$ cat config.mk
export PLATFORM = sky130hd
export DESIGN_NAME = path_sched
export DESIGN_NICKNAME = d
export VERILOG_FILES = /design/src/rtl/path_sched.sv
export SDC_FILE = /design/constraint.sdc
export NUM_CORES = 1
export LEC_CHECK = 0
export CORE_MARGIN = 8
export CORE_UTILIZATION = 55
export CTS_CLUSTER_DIAMETER = 100
export CTS_CLUSTER_SIZE = 25
export DETAILED_ROUTE_END_ITERATION = 10
export HOLD_SLACK_MARGIN = 0.02
export PLACE_DENSITY = 0.8
export SLEW_MARGIN = 20
export SYNTH_ARGS = -nofsm -noshare
export SYNTH_HDL_FRONTEND = slang
export SYNTH_SLANG_ARGS = --single-unit
$ cat constraint.sdc
create_clock -name clk -period 4.25 [get_ports clk]
set_clock_uncertainty 0.1 [all_clocks]
set_input_delay 1.0625 -clock clk [delete_from_list [all_inputs] [get_ports clk]]
set_output_delay 1.0625 -clock clk [all_outputs]
set_load 0.01 [all_outputs]
$ cat src/rtl/path_sched.sv
// path_sched: job-level sequencer for the single-path Monte Carlo engine.
// Prefetches 8 epsilons per path, streams them to the engine and counts in-the-money final prices.
module path_sched #(
   parameter int NUM_OF_DAYS = 8,
   parameter int CNT_W       = 16
) (
   input  logic             clk,
   input  logic             rst,
   input  logic             job_start,
   input  logic [CNT_W-1:0] num_paths,
   input  logic [11:0]      strike,
   output logic             job_busy,
   output logic             job_done,
   output logic [CNT_W-1:0] itm_count,
   output logic [CNT_W-1:0] paths_done,
   input  logic             rng_valid,
   output logic             rng_ready,
   input  logic [12:0]      rng_eps,
   output logic             eng_start,
   output logic [12:0]      eng_eps,
   input  logic             eng_valid,
   input  logic [11:0]      eng_path,
   output logic             smp_valid,
   output logic [2:0]       smp_day,
   output logic [11:0]      smp_price
);

   typedef enum logic [2:0] {IDLE, FILL, ISSUE, COLLECT, DONE} state_t;

   state_t           state;
   logic [CNT_W-1:0] num_paths_q;
   logic [11:0]      strike_q;
   logic [12:0]      eps_buf [NUM_OF_DAYS];
   logic [2:0]       wr_idx;
   logic [2:0]       iss_idx;
   logic [2:0]       iss_nxt;
   logic [2:0]       day_cnt;
   logic [CNT_W-1:0] paths_nxt;

   always_comb begin
      iss_nxt   = iss_idx + 3'd1;
      paths_nxt = paths_done + 1'b1;
   end

   // Buffer holds no reset: its contents are only read after a full refill.
   always_ff @(posedge clk) begin
      if (state == FILL && rng_valid) eps_buf[wr_idx] <= rng_eps;
   end

   always_ff @(posedge clk or posedge rst) begin
      if (rst) begin
         state       <= IDLE;
         num_paths_q <= '0;
         strike_q    <= '0;
         wr_idx      <= '0;
         iss_idx     <= '0;
         day_cnt     <= '0;
         job_busy    <= 1'b0;
         job_done    <= 1'b0;
         itm_count   <= '0;
         paths_done  <= '0;
         rng_ready   <= 1'b0;
         eng_start   <= 1'b0;
         eng_eps     <= '0;
         smp_valid   <= 1'b0;
         smp_day     <= '0;
         smp_price   <= '0;
      end else begin
         smp_valid <= eng_valid;
         smp_price <= eng_path;
         smp_day   <= day_cnt;
         eng_start <= 1'b0;
         job_done  <= 1'b0;
         case (state)
            IDLE: begin
               if (job_start) begin
                  num_paths_q <= num_paths;
                  strike_q    <= strike;
                  itm_count   <= '0;
                  paths_done  <= '0;
                  wr_idx      <= '0;
                  day_cnt     <= '0;
                  job_busy    <= 1'b1;
                  if (num_paths == '0) begin
                     state    <= DONE;
                     job_done <= 1'b1;
                  end else begin
                     state     <= FILL;
                     rng_ready <= 1'b1;
                  end
               end
            end
            FILL: begin
               day_cnt <= '0;
               if (rng_valid) begin
                  wr_idx <= wr_idx + 3'd1;
                  if (wr_idx == 3'd7) begin
                     // Entry 0 is stable here, so the first epsilon launches with the start pulse.
                     state     <= ISSUE;
                     rng_ready <= 1'b0;
                     eng_start <= 1'b1;
                     eng_eps   <= eps_buf[3'd0];
                     iss_idx   <= '0;
                  end
               end
            end
            ISSUE: begin
               if (eng_valid) day_cnt <= day_cnt + 3'd1;
               if (iss_idx == 3'd7) begin
                  state   <= COLLECT;
                  eng_eps <= '0;
               end else begin
                  iss_idx <= iss_nxt;
                  eng_eps <= eps_buf[iss_nxt];
               end
            end
            COLLECT: begin
               if (eng_valid) begin
                  day_cnt <= day_cnt + 3'd1;
                  if (day_cnt == 3'd7) begin
                     paths_done <= paths_nxt;
                     if (eng_path > strike_q) itm_count <= itm_count + 1'b1;
                     if (paths_nxt == num_paths_q) begin
                        state    <= DONE;
                        job_done <= 1'b1;
                     end else begin
                        state     <= FILL;
                        rng_ready <= 1'b1;
                        wr_idx    <= '0;
                     end
                  end
               end
            end
            DONE: begin
               state    <= IDLE;
               job_busy <= 1'b0;
            end
            default: state <= IDLE;
         endcase
      end
   end

endmodule

==> impl_metrics.yaml <==
setup_path:
  cp.required_ns: 4.51
  crit_chain: "clkdlybuf4s50_1 > or3b_1 > a21o_1 > a21oi_1 > nand4_1 > a21oi_1 > nand2_1 > mux2_2"
  path_common_cell: "a21oi_1"
  cp_data_arrival_time_ns: 3.72
  path_class: "primary input to register"
  cpPeakStageDelay_ns: 0.56
  r2r_cells: 8
  end_kind: "register"
  cp_slowest_cell: "clkdlybuf4s50_1"
  start_kind: "primary input"
  critPathMaxFanout: 12
clocking:
  clock_sinks: 209
  postCtsSetupBuffers: 0
  cts_buffer_depth: 3
  clkLatencyLatePin_ns: 0.46
  numCtsBuffers: 12
  cts_root_buffer: "clkbuf_16"
  ctsResizeCount: 0
  clk_pin_slew_ns: 0.09
  cts_tree: "done"
  holdBufCountCts: 0
  h-tree-depth: 1
synthesis:
  syn-instance-count: 660
  yosys_warnings: 0
  synthFlopType: "dfrtp_1"
  yosysUniqueCellTypes: 55
  synth_enable_flop_cells: 104
  synthTopCellsByCount: "105 x dfrtp_1, 104 x edfxtp_1, 49 x nand2_1"
  syn-num-nets: 738
  ys_ff_latch: 209
  ys_seq_area_share_pct: 62.9
  synth_top_area_share_pct: 34.2
  synth.largest_area_cell: "edfxtp_1"
  syn-cell-area_um2: 9140
  yosysMostFrequentCell: "dfrtp_1"
  synthTopCellsByArea: "edfxtp_1 34%, dfrtp_1 29%, mux4_2 6.4%"
  syn_area_per_cell_um2: 13.8
  synthArstFlopShare_pct: 50.2
cells_and_area:
  nets: 861
  antenna-diode-count: 0
  syn_to_final_growth_pct: 20.7
  stdcell_area_um2: 11000
  post_route_cells_drive_above_1_share_pct: 11.9
  fin_util_pct: 67.2
  final_cells: 1008
detailed_routing:
  postRouteAntennaNets: 0
  post-route-drc-count: 0
  drtIter0Drc: 350
  vias: 5903
  drt_wl_total_um: 20500
  wire_per_inst_um: 20.3
  post_drt_via_cell_ratio: 5.86
  dr.pass1.iters: 7
pwr:
  power_density_nw_per_um2: 482
  p_leak_nw: 4.24
  power_mw: 5.32
  peakVddDrop_mv: 0.369
die:
  dieArea_um2: 21000
  rows: 47
  die_w_um: 145
  initial_core_util_pct: 55.7
  core_area_um2: 16400
  io_pins: 123
  die_h_um: 145
sta:
  period_needed_ns: 3.47
  worst_slew_pin_slew_ns: 0.853
  setup_viol: 0
  clock.fmax_mhz: 288
  slew_viol_final: 0
  tns_ns: 0
  hold_viol_final: 0
  setup_slack_ns: 0.783
  rsz0062_at_grt: "no"
  period_share_pct: 81.6
  relSlewSlack_pct: 43.1
  holdWs_ns: 0.316
global_routing:
  grt_pass1_wl_um: 33400
  grt_pass1_vias: 6312
  grt_max_degree: 55
  antenna_found_initial: 0
  gr-total-overflow: 0
  grtUsageTotal_pct: 19.4
place:
  place_inst: 989
  place_ws_ns: 0.344
  dp_hpwl_um: 14000
  port_buffers: 122
  gp_congestion: 0.889
  placedInstanceArea_um2: 10700
min_path:
  whs_path_depth: 0
  hp-class: "register to register"
run_status:
  status: "finished, final reports clean"
job:
  cap_violations: 0
[final timing paths]
kind	start	end	slack [ns]
min in group asynchronous	rst	smp_day[1]	0.95
max in group asynchronous	rst	num_paths_q[0]	2.35
setup / recovery	job_start	itm_count[8]	0.78
hold reg to reg	day_cnt[2]	smp_day[2]	0.32
hold / removal	day_cnt[2]	smp_day[2]	0.32
setup reg to reg	paths_done[0]	rng_ready	1.27
[layout by cell type (no fill, tap or decap), types with 6 or more instances in the layout]
cell / n
a21o_1: 6
a21oi_1: 21
and3_1: 6
buf_4: 17
clkbuf_16: 13
clkdlybuf4s50_1: 122
dfrtp_1: 105
edfxtp_1: 104
ha_1: 20
inv_1: 21
mux2_2: 20
mux2i_1: 29
mux4_2: 26
nand2_1: 49
nand3_1: 10
nand4_1: 8
nor2_1: 28
nor2b_1: 8
nor3_1: 10
nor4_1: 6
o21ai_0: 39
o22ai_1: 13
o31ai_1: 9
xnor2_1: 20
xor2_1: 12
[cell families after synthesis]
group,after synthesis,synth area share (%)
AOI/OAI and AO/OA,113,7.78
xor gates and xnor gates,32,3.07
adders and majority gates,20,2.74
buffers and inverters,53,2.23
DFF,209,62.9
muxes,75,12.0
and+or+nand+nor,158,9.21
[worst max-delay path, delay by kind of cell]
kind / cells / cell delay, ns
AND/OR/NAND/NOR: 3 / 0.72
AO/OA/AOI/OAI: 3 / 1.08
multiplexers: 1 / 0.28
buffers and inverters: 1 / 0.56
[layout make-up]
class / count / area, µm²
Clock buffer: 18 / 344
Clock inverter: 1 / 16.3
Fill cell: 1123 / 5380
Inverter: 22 / 85.1
Multi-Input combinational cell: 398 / 3190
Sequential cell: 209 / 5750
Tap cell: 220 / 275
Timing Repair Buffer: 140 / 1370
[per-layer routing]
layer / global-route usage (%) / vias up / part of all wire (%)
met4: 4.73 / 0 / 1.7
met5: 0 / - / 0
met1: 24.8 / 2948 / 42
met2: 33.2 / 209 / 50
met3: 3.89 / 34 / 6.0
li1: - / 2712 / -
[power breakdown]
| part | total, mW | internal (mW) | switching (mW) | leakage (nW) |
|---|---|---|---|---|
| combinational | 1.54 | 0.767 | 0.770 | 1.83 |
| clock | 1.20 | 0.576 | 0.628 | 0.173 |
| sequential | 2.58 | 2.40 | 0.174 | 2.23 |
[state kept, by name (all words and copies together), names as in the netlist]
signal	cells
rng_ready	1
paths_done	16
state	3
day_cnt	3
smp_day	3
num_paths_q	16
itm_count	16
smp_price	12
eps_buf	104
eng_eps	13
strike_q	12
eng_start	1
iss_idx	3
job_done	1
smp_valid	1
wr_idx	3
job_busy	1
Power figures use the tool's default switching activity.
==> edit 1 (config.mk and constraints unchanged) <==
Reset style: synchronous (`rst`), changed in one clocked block.
--- a/src/rtl/path_sched.sv
+++ b/src/rtl/path_sched.sv
@@ -48,5 +48,5 @@
    end
 
-   always_ff @(posedge clk or posedge rst) begin
+   always_ff @(posedge clk) begin
       if (rst) begin
          state       <= IDLE;
Formal check against the unedited RTL: differs if rst is asserted again (counterexample within 4 cycles, from zero or initial values and one cycle with rst high); with rst held inactive, the same outputs for 4 cycles.
==> edit 1 against the original RTL <==
- design area decreased by 0.87%
- area after synthesis decreased by 0.60%
- highest routed layer unchanged
- maximum frequency increased by 11%
- count of clock-buffer cells in the layout decreased by 1
- critical endpoint is now wr_idx[0]
- wire length increased by 3.9%
- sequential cell count unchanged
- setup slack improved by 340 ps
Power is not compared: it rests on default switching activity, and its combinational part moved more than twofold at a synthesized area within 25%.
==> edit 1: results (changes against the original RTL) <==
** Outcome
- The flow ran to the end, and the final reports show no timing, DRC or antenna violations.

** CTS
- The count of instances resized after the clock tree is built was 0 (unchanged).
- Maximum root-to-sink buffer count :: 3 (unchanged)
- Clock Root Buffer :: sky130_fd_sc_hd__clkbuf_16
- The total CTS buffers came to 12 (unchanged).
- Source-to-sink clock delay at the later pin of the worst-skew pair :: 470 ps
- The setup fix buffers added after clock tree synthesis came to 0 (unchanged).

** Logic synthesis
- Post-Syn Nets :: 866 (+17%)
- The synthesized area per cell is 11.5 um2 (-17%).
- By area the synthesized netlist is led by sky130_fd_sc_hd__edfxtp_1 34%, sky130_fd_sc_hd__dfxtp_1 23%, sky130_fd_sc_hd__mux4_2 6.4%.
- The proportion of register bits with asynchronous set or reset after synthesis was 0% (-50 points).
- The number of warning messages in the yosys log is 0 (unchanged).
- EDFF count, synth :: 104 (unchanged)
- Most frequent cells after synthesis :: 105 x sky130_fd_sc_hd__dfxtp_1, 104 x sky130_fd_sc_hd__edfxtp_1, 85 x sky130_fd_sc_hd__nand2_1, 63 x sky130_fd_sc_hd__a21oi_1, 61 x sky130_fd_sc_hd__nor2_1
- Count of distinct cell types in the synthesized netlist :: 60 (+9.1%)
- Seq/Total Area, Yosys :: 57.5% (-5.4 points)

** Worst setup path
- Critical path's slowest cell :: sky130_fd_sc_hd__or3_2
- Peak fanout along the critical path :: 8 (-4)
- Reg2reg start :: paths_done[0]
- Length in cells of the worst reg-to-reg path :: 8 (unchanged)
- Critical Setup Path Class :: reg -> reg
- Arr. time, crit path :: 3340 ps (-380 ps)
- The stage delay of the slowest cell on the critical path is 580 ps (+20 ps).
- Capture point of the worst reg-to-reg path :: wr_idx[0]

** Hold path
- In this run the worst hold path is classified as reg -> reg.
- Hold Crit Depth :: 2 (+2)

** Global routing
- Number of global-route vias before repair :: 6631 (+5.1%)
- Global router's overall resource usage :: 20.5% (+1.1 points)
- Pin count of the biggest net entering global routing :: 95 (+73%)
- Antenna violations before repair :: 0 (unchanged)
- The wire length of the first global-routing pass is 33800 um (+1.1%).

** Cells and area
- Counting flops per register, the top entry is eps_buf.
- Fraction of final layout cells with drive strength greater than 1 :: 8.96% (-3.0 points)
- The flip-flop count of the largest register after layout is 104 (unchanged).
- Post-layout instance count excluding filler cells :: 1124 (+12%)
- Final-stage net count :: 977 (+13%)
- FILL cells :: 1214 (+8.1%)

** Placed design
- The worst slack at placement came to 717 ps (+372 ps).
- Sum of net half-perimeters after detailed placement :: 14400 um (+3.0%)
- The number of buffers inserted by port buffering is 122 (unchanged).
- The cell count after placement was 1105 (+12%).
- Placer congestion estimate :: 0.814 (-8.4%)

** STA
- Peak Freq :: 319 MHz (+11%)
- The slew at the pin with the worst max-slew slack came to 1050 ps (+199 ps).

** Route
- Total via count after detailed routing :: 6543 (+11%)
- The final wirelength is 21200 um (+3.9%).
- Detailed router's first-iteration violation count :: 432 (+23%)
- The first-pass iteration count of the detailed router was 6 (-1).

** Pwr
- VDD IR-drop max :: 0.325 mV
- In this run the static leakage power is 3.74 nW.
==> edit 1: cell count changes after synthesis, sizes merged, moves of 8 or more <==
cell,before,now
nand2,49,85
a21oi,22,63
nor2b,8,16
dfrtp,105,0
o21ai,40,23
clkbuf,24,35
nor2,28,61
dfxtp,0,105
o22ai,13,1
or3,5,14
nand3,11,21
o22a,0,13
mux2,20,1
==> edit 1: routing by layer <==
layer	track usage, %	share of wire [%]
met1	25.5	42
met2	35.4	48
met3	3.14	6.6
met4	7.39	3.0
met5	0	0
==> edit 1: critical path, delay by kind of cell (launching register included) <==
kind                       cells  cell delay (ps)
DFF                            1              480
and+or+nand+nor                4             1110
AOI/OAI and AO/OA              3              990
adders and majority gates      1              310
==> edit 1: area by class of cell <==
cell class                      instances  share of cell area (%)
Multi-Input combinational cell        517                    33.2
Tap cell                              220                    2.52
Clock buffer                           17                    3.11
Inverter                               15                   0.515
Sequential cell                       209                    47.8
Clock inverter                          2                   0.183
Timing Repair Buffer                  144                    12.7
==> edit 1: kinds of logic after synthesis <==
| kind of cell | after synthesis | synth area share, % |
|---|---|---|
| flip-flops | 209 | 57.5 |
| adder cells (fa/ha/maj) | 20 | 2.75 |
| AO/OA/AOI/OAI | 142 | 9.67 |
| buffers and inverters | 62 | 2.67 |
| multiplexers | 58 | 9.99 |
| XOR/XNOR | 25 | 2.41 |
| AND/OR/NAND/NOR | 272 | 15.0 |
==> edit 1: report_power, final <==
part / internal [W] / switching (W) / total (W)
logic: 0.000217 / 0.000296 / 0.000513
clock network: 0.000574 / 0.000645 / 0.00122
registers: 0.00219 / 0.0000581 / 0.00225
total: 0.00298 / 0.00100 / 0.00398
==> edit 1: how the worst min path moves through the flow <==
stage / start / to / slack, ps
finish: strike_q[10] / strike_q[10] / 360
global route: strike_q[9] / strike_q[9] / 390
CTS: strike_q[10] / strike_q[10] / 360
detailed placement: strike_q[10] / strike_q[10] / 350
global placement: strike_q[8] / strike_q[8] / 340
floorplan: strike_q[10] / strike_q[10] / 340
==> edit 1: through the flow <==
| stage | cell area (um2) | total power, W |
|---|---|---|
| 5_1_grt | 10900 | 0.00414 |
| 6_report | 10900 | 0.00398 |
| 2_1_floorplan | 9080 | 0.00259 |
| 3_5_place_dp | 10600 | 0.00280 |
| 3_3_place_gp | 10600 | 0.00279 |
| 4_1_cts | 10900 | 0.00401 |
==> edit 2 (same settings) <==
Without the edit above. Change the parameter `NUM_OF_DAYS` from 8 to 4.
--- a/src/rtl/path_sched.sv
+++ b/src/rtl/path_sched.sv
@@ -2,5 +2,5 @@
 // Prefetches 8 epsilons per path, streams them to the engine and counts in-the-money final prices.
 module path_sched #(
-   parameter int NUM_OF_DAYS = 8,
+   parameter int NUM_OF_DAYS = 4,
    parameter int CNT_W       = 16
 ) (
Formal check against the unedited RTL: same outputs for any inputs over 10 cycles, from zero or initial values and one cycle with rst high; that may be too few to reach the edited logic, so the function may still have changed.
==> edit 2 against the original RTL <==
- area after synthesis down 18%
- critical path type unchanged
- highest routed layer unchanged
- design area down 15%
- wire length down 12%
- total power down 1.8%
- utilization up 3.6 points
- combinational power up 8%
- setup slack better by 150 ps
- sequential cell count down 52
==> edit 2: results (changes against the original RTL) <==
** Placed design
- The worst slack at placement is 513 ps (+169 ps).
- Sum of net half-perimeters after detailed placement :: 12600 um (-9.9%)
- Total placed instance area :: 0.00887 mm2 (-17%)
- The final estimated routing congestion in global placement came to 0.879 (-1.2%).

** Global routing
- The wire length of the first global-routing pass is 29700 um (-11%).
- The via count of the first global-routing pass is 5848 (-7.4%).
- The largest net degree at the start of global routing was 58 (+5.5%).
- The global routing usage summed across all routing layers came to 21.0% (+1.6 points).

** Route
- The detailed-route via count came to 5587 (-5.4%).
- The final wirelength is 18100 um (-12%).
- The first-iteration detailed-routing DRC count came to 412 (+18%).
- The first-pass iteration count of the detailed router is 5 (-2).

** Logic synthesis
- Seq/Total Area, Yosys :: 55.9% (-7.0 points)
- Post-Syn Nets :: 743 (+0.68%)
- The most used flip-flop cell after synthesis is sky130_fd_sc_hd__dfrtp_1.
- Adder-Cell Fraction of Synth Area :: 3.84% (+1.1 points)
- EDFF count, synth :: 52 (-50%)
- The xor/xnor share of the synthesized area came to 3.27% (+0.20 points).
- Sorting the synthesized cells by how often they occur yields 122 x sky130_fd_sc_hd__nand2_1, 105 x sky130_fd_sc_hd__dfrtp_1, 62 x sky130_fd_sc_hd__o21ai_0, 52 x sky130_fd_sc_hd__edfxtp_1.
- Multiplexer share of the synthesized area :: 7.41% (-4.6 points)
- Ranked by total cell area, the synthesized netlist is headed by sky130_fd_sc_hd__dfrtp_1 35%, sky130_fd_sc_hd__edfxtp_1 21%, sky130_fd_sc_hd__nand2_1 6.1%.
- The number of distinct library cell variants in the gate-level netlist after synthesis is 64 (+16%).
- The proportion of register bits with asynchronous set or reset after synthesis came to 66.9% (+17 points).
- Compound-Gate Fraction of Synth Area :: 10.4% (+2.6 points)

** Pwr
- The part of the power in registers came to 41.0% (-7.5 points).
- The leakage power figure was 3.87 nW (-8.6%).
- Part of the power in the clock network :: 27.2% (+4.6 points)
- The worst IR drop on VDD is 0.370 mV (+0.10%).
- The share of total power consumed by net switching is 32.9% (+3.3 points).

** Outcome
- Run status :: completed

** Worst setup path
- The signal arrival time at the worst endpoint came to 3560 ps (-160 ps).
- The worst register-to-register path begins at paths_done[0].
- The largest fanout of any net on the critical path came to 10 (-2).

** CTS
- The clock latency on the worst-skew pair is 430 ps (-30 ps).
- Num CTS Buffers :: 17 (+5)
- The maximum buffer depth of the clock tree came to 2 (-1).
- Clock slew at the register clock pins of the worst setup and hold paths :: 60 ps (-30 ps)

** STA
- The headroom to the max-slew limit was 29.9% (-13 points).

** Cells and area
- Final-stage net count :: 859 (-0.23%)
- Fraction of final layout cells with drive strength greater than 1 :: 9.48% (-2.4 points)
- The flip-flop count of the largest register after layout was 52 (-50%).
- Diodes inserted :: 0 (unchanged)
-- edit 2: cell count changes after synthesis, sizes merged, moves of 8 or more --
cell / unedited run / this run
o21ai: 40 / 65
mux2: 20 / 2
o22ai: 13 / 0
nor2: 28 / 14
mux4: 26 / 13
nand4: 9 / 17
edfxtp: 104 / 52
nand2: 49 / 122
-- edit 2: final timing paths --
check                      slack [ps]       endpoint  cells after the start
setup / recovery                  930  itm_count[12]                      7
hold / removal                    310     smp_day[2]                      0
setup reg to reg                 1130      wr_idx[0]                      7
hold reg to reg                   310     smp_day[2]                      0
max in group asynchronous        2350    eng_eps[10]                      3
min in group asynchronous         970   smp_price[5]                      2
-- edit 2: routing by layer --
layer  vias to the layer above  part of all wire [%]  track usage [%]
met3                        28                   6.9             6.70
met4                         0                   1.3             5.87
met1                      2723                    42             25.1
li1                       2620                     -                -
met5                         -                     0                0
met2                       216                    50             35.7
-- edit 2: worst max-delay path, stage by stage --
cell and delay (ps):
sky130_fd_sc_hd__clkdlybuf4s50_1 530, sky130_fd_sc_hd__or3b_1 430, sky130_fd_sc_hd__a21o_1 340, sky130_fd_sc_hd__nor2_4 260
sky130_fd_sc_hd__nand4_2 180, sky130_fd_sc_hd__a2111oi_0 520, sky130_fd_sc_hd__mux2i_1 240
-- edit 2: layout make-up --
class	instances	area [um2]	share of cell area, %
clock buffer	19	433	4.60
clock inverter	13	115	1.22
inverter	21	81.3	0.864
multi-input combinational	451	3080	32.7
sequential	157	4190	44.5
tap	176	220	2.34
timing repair buffer	130	1290	13.7
-- edit 2: per-stage QoR --
stage	cells	power, W
floorplan	662	0.00319
global placement	935	0.00373
detailed placement	935	0.00382
CTS	967	0.00526
global route	967	0.00553
finish	967	0.00522
